<file path="src/rtl/trace_capture_unit.sv">
// trace_capture_unit: retire-trace recorder for the pipelined datapath.
// Write-back events are stamped with a free-running cycle count and stored in a
// circular buffer. Three capture modes are supported: wrap, stop-on-full, and
// PC trigger with a post-trigger count. Entries drain oldest-first through a
// valid/ready read port.
module trace_capture_unit #(
  parameter int XLEN  = 64,
  parameter int DEPTH = 16,
  parameter int CYC_W = 32
) (
  input  logic                     clock,
  input  logic                     reset,
  input  logic                     wb_valid,
  input  logic [XLEN-1:0]          wb_pc,
  input  logic                     wb_regwrite,
  input  logic [4:0]               wb_rd,
  input  logic [XLEN-1:0]          wb_data,
  input  logic [1:0]               mode,
  input  logic [XLEN-1:0]          trig_pc,
  input  logic [$clog2(DEPTH):0]   post_count,
  input  logic                     arm,
  input  logic                     stop,
  input  logic                     rd_ready,
  output logic                     rd_valid,
  output logic [XLEN-1:0]          rd_pc,
  output logic [XLEN-1:0]          rd_data,
  output logic [4:0]               rd_rd,
  output logic [CYC_W-1:0]         rd_cycle,
  output logic [1:0]               state,
  output logic [$clog2(DEPTH):0]   count,
  output logic                     overflow,
  output logic [CYC_W-1:0]         cycle_count
);

  localparam int AW = $clog2(DEPTH);
  localparam int CW = AW + 1;

  typedef enum logic [1:0] {
    S_IDLE    = 2'd0,
    S_CAPTURE = 2'd1,
    S_POST    = 2'd2,
    S_DONE    = 2'd3
  } state_t;

  state_t            r_state;
  logic [CW-1:0]     r_count;
  logic [CW-1:0]     r_remain;
  logic [AW-1:0]     r_wptr;
  logic [AW-1:0]     r_rptr;
  logic              r_overflow;
  logic [CYC_W-1:0]  r_cycle;

  logic [XLEN-1:0]   r_mem_pc   [DEPTH];
  logic [XLEN-1:0]   r_mem_data [DEPTH];
  logic [4:0]        r_mem_rd   [DEPTH];
  logic [CYC_W-1:0]  r_mem_cyc  [DEPTH];

  logic w_capturing;
  logic w_full;
  logic w_mode_stop_full;
  logic w_mode_trig;
  logic w_we;
  logic w_trig_hit;
  logic w_fills_last;

  assign w_capturing      = (r_state == S_CAPTURE) || (r_state == S_POST);
  assign w_full           = (r_count == CW'(DEPTH));
  assign w_mode_stop_full = (mode == 2'd1);
  assign w_mode_trig      = (mode == 2'd2);
  // In stop-on-full mode a full buffer drops further events instead of wrapping.
  assign w_we             = !reset && !arm && w_capturing && wb_valid &&
                            !(w_mode_stop_full && w_full);
  assign w_trig_hit       = w_we && (r_state == S_CAPTURE) && w_mode_trig &&
                            (wb_pc == trig_pc);
  assign w_fills_last     = w_we && w_mode_stop_full && (r_count == CW'(DEPTH - 1));

  // Trace buffer storage; contents need no reset because pointers bound validity.
  always_ff @(posedge clock) begin
    if (w_we) begin
      r_mem_pc[r_wptr]   <= wb_pc;
      r_mem_data[r_wptr] <= wb_data;
      r_mem_rd[r_wptr]   <= wb_regwrite ? wb_rd : 5'd0;
      r_mem_cyc[r_wptr]  <= r_cycle;
    end
  end

  // Capture/readout control FSM with pointers, fill count and cycle counter.
  always_ff @(posedge clock) begin
    if (reset) begin
      r_state    <= S_IDLE;
      r_count    <= {CW{1'b0}};
      r_remain   <= {CW{1'b0}};
      r_wptr     <= {AW{1'b0}};
      r_rptr     <= {AW{1'b0}};
      r_overflow <= 1'b0;
      r_cycle    <= {CYC_W{1'b0}};
    end else begin
      r_cycle <= r_cycle + CYC_W'(1);
      if (arm) begin
        r_state    <= S_CAPTURE;
        r_count    <= {CW{1'b0}};
        r_wptr     <= {AW{1'b0}};
        r_rptr     <= {AW{1'b0}};
        r_overflow <= 1'b0;
      end else begin
        case (r_state)
          S_CAPTURE, S_POST: begin
            if (w_we) begin
              r_wptr <= r_wptr + AW'(1);
              if (w_full) begin
                // Wrap: the oldest entry is overwritten.
                r_rptr     <= r_rptr + AW'(1);
                r_overflow <= 1'b1;
              end else begin
                r_count <= r_count + CW'(1);
              end
            end
            if (stop || w_fills_last) begin
              r_state <= S_DONE;
            end else if (w_trig_hit) begin
              r_remain <= post_count;
              r_state  <= (post_count == {CW{1'b0}}) ? S_DONE : S_POST;
            end else if (w_we && (r_state == S_POST)) begin
              r_remain <= r_remain - CW'(1);
              if (r_remain == CW'(1)) begin
                r_state <= S_DONE;
              end else begin
                r_state <= S_POST;
              end
            end else begin
              r_state <= r_state;
            end
          end
          S_DONE: begin
            if (r_count == {CW{1'b0}}) begin
              r_state <= S_IDLE;
            end else if (rd_ready) begin
              r_rptr  <= r_rptr + AW'(1);
              r_count <= r_count - CW'(1);
              if (r_count == CW'(1)) begin
                r_state <= S_IDLE;
              end else begin
                r_state <= S_DONE;
              end
            end else begin
              r_state <= S_DONE;
            end
          end
          default: begin
            r_state <= S_IDLE;
          end
        endcase
      end
    end
  end

  assign rd_valid    = (r_state == S_DONE) && (r_count != {CW{1'b0}});
  assign rd_pc       = r_mem_pc[r_rptr];
  assign rd_data     = r_mem_data[r_rptr];
  assign rd_rd       = r_mem_rd[r_rptr];
  assign rd_cycle    = r_mem_cyc[r_rptr];
  assign state       = r_state;
  assign count       = r_count;
  assign overflow    = r_overflow;
  assign cycle_count = r_cycle;

endmodule

</file>
<file path="config.mk">
export PLATFORM = sky130hd
export DESIGN_NAME = trace_capture_unit
export DESIGN_NICKNAME = d
export VERILOG_FILES = /design/src/rtl/trace_capture_unit.sv
export SDC_FILE = /design/constraint.sdc
export NUM_CORES = 2
export LEC_CHECK = 0
export ABC_AREA = 1
export CORE_AREA = 10 10 605 607
export CTS_CLUSTER_DIAMETER = 30
export DETAILED_ROUTE_END_ITERATION = 7
export DIE_AREA = 0 0 615 617
export GPL_ROUTABILITY_DRIVEN = 1
export PLACE_DENSITY = 0.57
export SLEW_MARGIN = 20
export SYNTH_ARGS = -nofsm -noshare
export SYNTH_HDL_FRONTEND = slang
export SYNTH_SLANG_ARGS = --single-unit
</file>
<file path="constraint.sdc">
create_clock -name clock -period 13.75 [get_ports clock]
set_input_delay 3.4375 -clock clock [delete_from_list [all_inputs] [get_ports clock]]
set_output_delay 3.4375 -clock clock [all_outputs]
set_load 0.005 [all_outputs]
</file>
==> results_tabular.tex <==
\begin{tabular}{lr}
\hline
Metric & Value \\
\hline
\multicolumn{2}{l}{\textbf{Status}} \\
\quad Run status & finished clean \\
\multicolumn{2}{l}{\textbf{Worst setup path}} \\
\quad Dominant delay contributor by cell family on the critical path & buffers and inverters \\
\quad Classification of the worst setup path & reg -> out \\
\quad R2R Path End & r\_mem\_data[9][2] \\
\quad Instance count on the critical path & 9 \\
\quad Critical path's slowest cell & sky130\_fd\_sc\_hd\_\_buf\_4 \\
\quad R2r startpoint & state[0] \\
\quad Delay contributed by the slowest stage of the critical path & 0.87 ns \\
\quad Data required time of the critical path & 10.31 ns \\
\quad Setup slack, reg-to-reg & 9.16 ns \\
\quad Crit path cell chain & buf\_4 > buf\_4 > buf\_4 > buf\_4 > o21ai\_0 > o22ai\_1 > o21ai\_1 > o22ai\_1 > clkdlybuf4s50\_1 \\
\quad Count of buffering cells on the critical path with inverters included & 5 \\
\quad CP startpoint kind & register \\
\quad Most frequent cell on the critical path & sky130\_fd\_sc\_hd\_\_buf\_4 \\
\quad Endpoint type of the worst setup path & output port \\
\quad Biggest fanout along the worst timing path & 100 \\
\quad Worst endpoint data arrival time & 6.15 ns \\
\quad Worst R2R Path Depth & 9 \\
\multicolumn{2}{l}{\textbf{Cells and area}} \\
\quad Signed area change from the synthesized netlist to the final layout & 26.8\% \\
\quad Finished Cell Area & between 100000 and 150000 µm² \\
\quad Finished Layout Cells & $\sim$14000 \\
\quad Fraction of the core area covered by cells at the end of the flow & 0.378 \\
\quad Leading cell types in the layout, fill and taps excluded & sky130\_fd\_sc\_hd\_\_edfxtp\_1, sky130\_fd\_sc\_hd\_\_nor2\_1, sky130\_fd\_sc\_hd\_\_o21ai\_0 \\
\quad Final nets & between 8000 and 9000 \\
\quad Most common cell after layout, fill and taps aside & sky130\_fd\_sc\_hd\_\_edfxtp\_1 \\
\quad Layout cell share with drive strength beyond 1 & 0.117 \\
\multicolumn{2}{l}{\textbf{Floorplan}} \\
\quad Die Width & $\sim$600 µm \\
\quad Initial Utilization & 0.298 \\
\quad I/O pin count & 417 \\
\quad Core region area & 354000 µm² \\
\quad Die height & 617 µm \\
\quad Area enclosed by the die boundary & between 300000 and 400000 µm² \\
\quad Standard-cell row count & 219 \\
\multicolumn{2}{l}{\textbf{Power and ir drop}} \\
\quad Clk pwr share & 0.571 \\
\quad Static leakage power & 44.1 nW \\
\quad Power per unit of standard cell area & 173 nW/µm² \\
\quad Max rail drop VDD & 0.144 mV \\
\quad Reported net switching power & 5.09 mW \\
\quad Switching portion of total power & 0.220 \\
\quad Combinational fraction of design power & 0.038 \\
\quad Part of the total power dissipated in sequential elements & 0.391 \\
\quad Internal & 18.1 mW \\
\multicolumn{2}{l}{\textbf{STA}} \\
\quad Final total negative setup slack & 0 ns \\
\quad Actual transition at the worst max-transition pin & 1.28 ns \\
\quad RSZ-0062 raised after global routing & false \\
\quad Worst hold-check slack & 0.500 ns \\
\quad Min Tclk post-route & 9.58 ns \\
\quad Max Clock Freq & 104 MHz \\
\quad Number of hold violations in the final report & 0 \\
\quad Period Utilization, post-route & 0.697 \\
\quad Slew margin rel. & 0.147 \\
\quad Worst clock skew on the final layout & 0.0576 ns \\
\quad Final Max Slew Viols & 0 \\
\quad Endpoints failing setup & 0 \\
\multicolumn{2}{l}{\textbf{Clock tree}} \\
\quad Post-CTS Hold Fix Bufs & 0 \\
\quad Max Root-Sink Buffers & 4 \\
\quad Number of CTS-inserted buffers & 549 \\
\quad Cell chosen for the clock root & sky130\_fd\_sc\_hd\_\_clkbuf\_16 \\
\quad Number of H-tree branching levels & 6 \\
\quad Insertion delay to the later sink of the worst-skew pair & 0.99 ns \\
\quad Clock tree from TritonCTS & built \\
\quad Reg clk slew, reported paths & 0.05 ns \\
\quad Num Clock Sinks & 2697 \\
\quad Cts repair resizes & 0 \\
\quad Setup Buffers After CTS & 0 \\
\multicolumn{2}{l}{\textbf{Placed design}} \\
\quad Post-DP Area & 115000 µm² \\
\quad Total half-perimeter wirelength after legalization and detailed placement & approximately 180 mm \\
\quad Routability congestion estimate from global placement & $\sim$0.8 \\
\quad Number of buffers added on ports & 416 \\
\quad Total placed cells including tap cells & 12600 \\
\multicolumn{2}{l}{\textbf{Yosys}} \\
\quad Synthesized net count & 8094 \\
\quad Register area share after synthesis & 0.761 \\
\quad Async set-reset flop share out of synthesis & 0 \\
\quad \#FFs+latches synth & 2697 \\
\quad Number of flops mapped to enable cells by yosys & roughly 2600 \\
\quad Syn Area/Cell & 13.4 µm² \\
\quad Warning count from the yosys run & 0 \\
\quad Post-synthesis cell type count & 50 \\
\quad Post-synthesis cell count & just under 8000 \\
\quad Post-synthesis cell area & 106000 µm² \\
\quad Top\_reg\_cell synth & sky130\_fd\_sc\_hd\_\_edfxtp\_1 \\
\multicolumn{2}{l}{\textbf{Hold path}} \\
\quad Endpoint, Worst Hold & r\_mem\_cyc[13][19] \\
\quad Launch instance of the worst min-delay path & cycle\_count[19] \\
\quad Hold Path Depth & 0 \\
\quad Type of the tightest min-delay check & reg -> reg \\
\multicolumn{2}{l}{\textbf{GRT}} \\
\quad Aggregate global routing overflow & 0 \\
\quad First-pass GRT wire length & 491 mm \\
\quad Number of global-route vias before repair & 69600 \\
\quad Pin count of the biggest net entering global routing & 229 \\
\quad GRT Util Overall & 0.172 \\
\quad Initial antenna violation count & 57 \\
\multicolumn{2}{l}{\textbf{Detailed routing}} \\
\quad Initial DRC count & 7136 \\
\quad Post-DR wirelength/cell & $\sim$25 µm \\
\quad Detail-routed via count per cell & 5.16 \\
\quad First-pass iteration count of the detailed router & 6 \\
\quad Post-route DRC & 0 \\
\quad Vias post-DR & 70500 \\
\quad Post-detailed-route count of antenna-violating nets & 0 \\
\quad Final Routed Wirelength & 345 mm \\
\multicolumn{2}{l}{\textbf{Job}} \\
\quad Max-cap violation count & 0 \\
\hline
\end{tabular}
==> synthesized netlist by cell type, types with 2 or more instances <==
cell | n | area share
sky130_fd_sc_hd__a211oi_1 | 3 | 0.00021
sky130_fd_sc_hd__a21oi_1 | 36 | 0.0017
sky130_fd_sc_hd__a21oi_2 | 4 | 0.00033
sky130_fd_sc_hd__a31oi_1 | 2 | 0.00012
sky130_fd_sc_hd__buf_1 | 17 | 0.00060
sky130_fd_sc_hd__buf_2 | 77 | 0.0036
sky130_fd_sc_hd__buf_4 | 9 | 0.00064
sky130_fd_sc_hd__buf_6 | 2 | 0.00021
sky130_fd_sc_hd__clkbuf_1 | 446 | 0.016
sky130_fd_sc_hd__clkinv_1 | 3 | 0.00011
sky130_fd_sc_hd__dfxtp_1 | 57 | 0.011
sky130_fd_sc_hd__edfxtp_1 | 2640 | 0.75
sky130_fd_sc_hd__ha_1 | 17 | 0.0020
sky130_fd_sc_hd__inv_1 | 132 | 0.0047
sky130_fd_sc_hd__inv_2 | 8 | 0.00028
sky130_fd_sc_hd__mux2i_1 | 16 | 0.0015
sky130_fd_sc_hd__nand2_1 | 278 | 0.0099
sky130_fd_sc_hd__nand3_1 | 91 | 0.0043
sky130_fd_sc_hd__nand3_2 | 5 | 0.00047
sky130_fd_sc_hd__nand3b_1 | 2 | 0.00014
sky130_fd_sc_hd__nand4_1 | 12 | 0.00071
sky130_fd_sc_hd__nor2_1 | 1586 | 0.056
sky130_fd_sc_hd__nor2_2 | 5 | 0.00030
sky130_fd_sc_hd__nor2_4 | 2 | 0.00021
sky130_fd_sc_hd__nor3_1 | 13 | 0.00062
sky130_fd_sc_hd__nor4_1 | 6 | 0.00036
sky130_fd_sc_hd__o211ai_1 | 96 | 0.0068
sky130_fd_sc_hd__o21a_1 | 2 | 0.00014
sky130_fd_sc_hd__o21ai_0 | 1221 | 0.058
sky130_fd_sc_hd__o21ai_1 | 290 | 0.014
sky130_fd_sc_hd__o221ai_1 | 282 | 0.023
sky130_fd_sc_hd__o22ai_1 | 433 | 0.026
sky130_fd_sc_hd__o31ai_1 | 3 | 0.00021
sky130_fd_sc_hd__o32ai_1 | 13 | 0.0011
sky130_fd_sc_hd__or2_2 | 2 | 0.00012
sky130_fd_sc_hd__xnor2_1 | 23 | 0.0019
sky130_fd_sc_hd__xor2_1 | 19 | 0.0016
==> worst register-to-register path, cell delays in order (launching register included) <==
cell and delay (ns):
sky130_fd_sc_hd__dfxtp_1 0.44, sky130_fd_sc_hd__inv_1 0.10, sky130_fd_sc_hd__ha_1 0.41, sky130_fd_sc_hd__nand3_2 0.16, sky130_fd_sc_hd__nor2_8 0.35, sky130_fd_sc_hd__nand2_1 0.34, sky130_fd_sc_hd__nor2_4 0.19, sky130_fd_sc_hd__buf_4 0.48
sky130_fd_sc_hd__buf_4 0.66, sky130_fd_sc_hd__buf_4 0.92
==> per-stage QoR <==
stage / power, mW / worst slack [ns]
2_1_floorplan: 9.60 / 2.08
3_3_place_gp: 10.1 / 4.62
3_5_place_dp: 10.1 / 4.60
4_1_cts: 23.4 / 3.50
5_1_grt: 23.9 / 3.79
6_report: 23.2 / 4.17
==> layout make-up <==
cell class / count / area (µm²)
fill: 32900 / 220000
sequential: 2697 / 80400
multi-input combinational: 4474 / 22600
clock buffer: 630 / 14200
tap: 4751 / 5940
timing repair buffer: 553 / 5530
clock inverter: 367 / 4570
inverter: 144 / 573
antenna: 39 / 97.6
==> routing by layer <==
metal	up-vias	share of wire	GRT usage
met2	3012	0.47	0.276
met3	631	0.076	0.0355
met1	35800	0.41	0.226
li1	31000	-	-
met4	18	0.042	0.0777
met5	-	0.00032	0
==> worst max-delay path by stage <==
stage                     startpoint               end
after floorplan                reset  r_mem_cyc[11][0]
after global placement      register         rd_pc[18]
after detailed placement    register         rd_pc[18]
after CTS                   register         rd_pc[18]
after global routing        register         rd_pc[18]
final                       register         rd_pc[51]
==> state kept, by name (all words and copies together) (netlist names), named ones only <==
signal / count
r_remain: 5
r_wptr: 4
r_mem_pc: 1024
cycle_count: 32
count: 5
r_mem_cyc: 512
state: 2
r_rptr: 4
r_mem_rd: 80
r_mem_data: 1024
overflow: 1
==> power by group through the flow <==
stage | logic (mW) | clock network, mW | registers, mW
6_report | 0.882 | 13.2 | 9.05
5_1_grt | 0.966 | 13.9 | 9.04
4_1_cts | 0.890 | 13.4 | 9.05
3_5_place_dp | 0.885 | 0 | 9.19
3_3_place_gp | 0.867 | 0 | 9.19
2_1_floorplan | 0.413 | 0 | 9.19
==> logic make-up (layout without fill, tap and decap cells) <==
group                      count (synthesis)  count (layout)  share of synthesized area
xor gates and xnor gates                  42              42                    0.00348
adders and majority gates                 17              17                    0.00201
DFF                                     2697            2697                      0.761
AOI/OAI and AO/OA                       2389            2389                      0.132
other                                      0              39                          0
buffers and inverters                    695            1694                     0.0261
muxes                                     16              16                    0.00152
and+or+nand+nor                         2010            2010                     0.0742
Power figures use the tool's default switching activity.
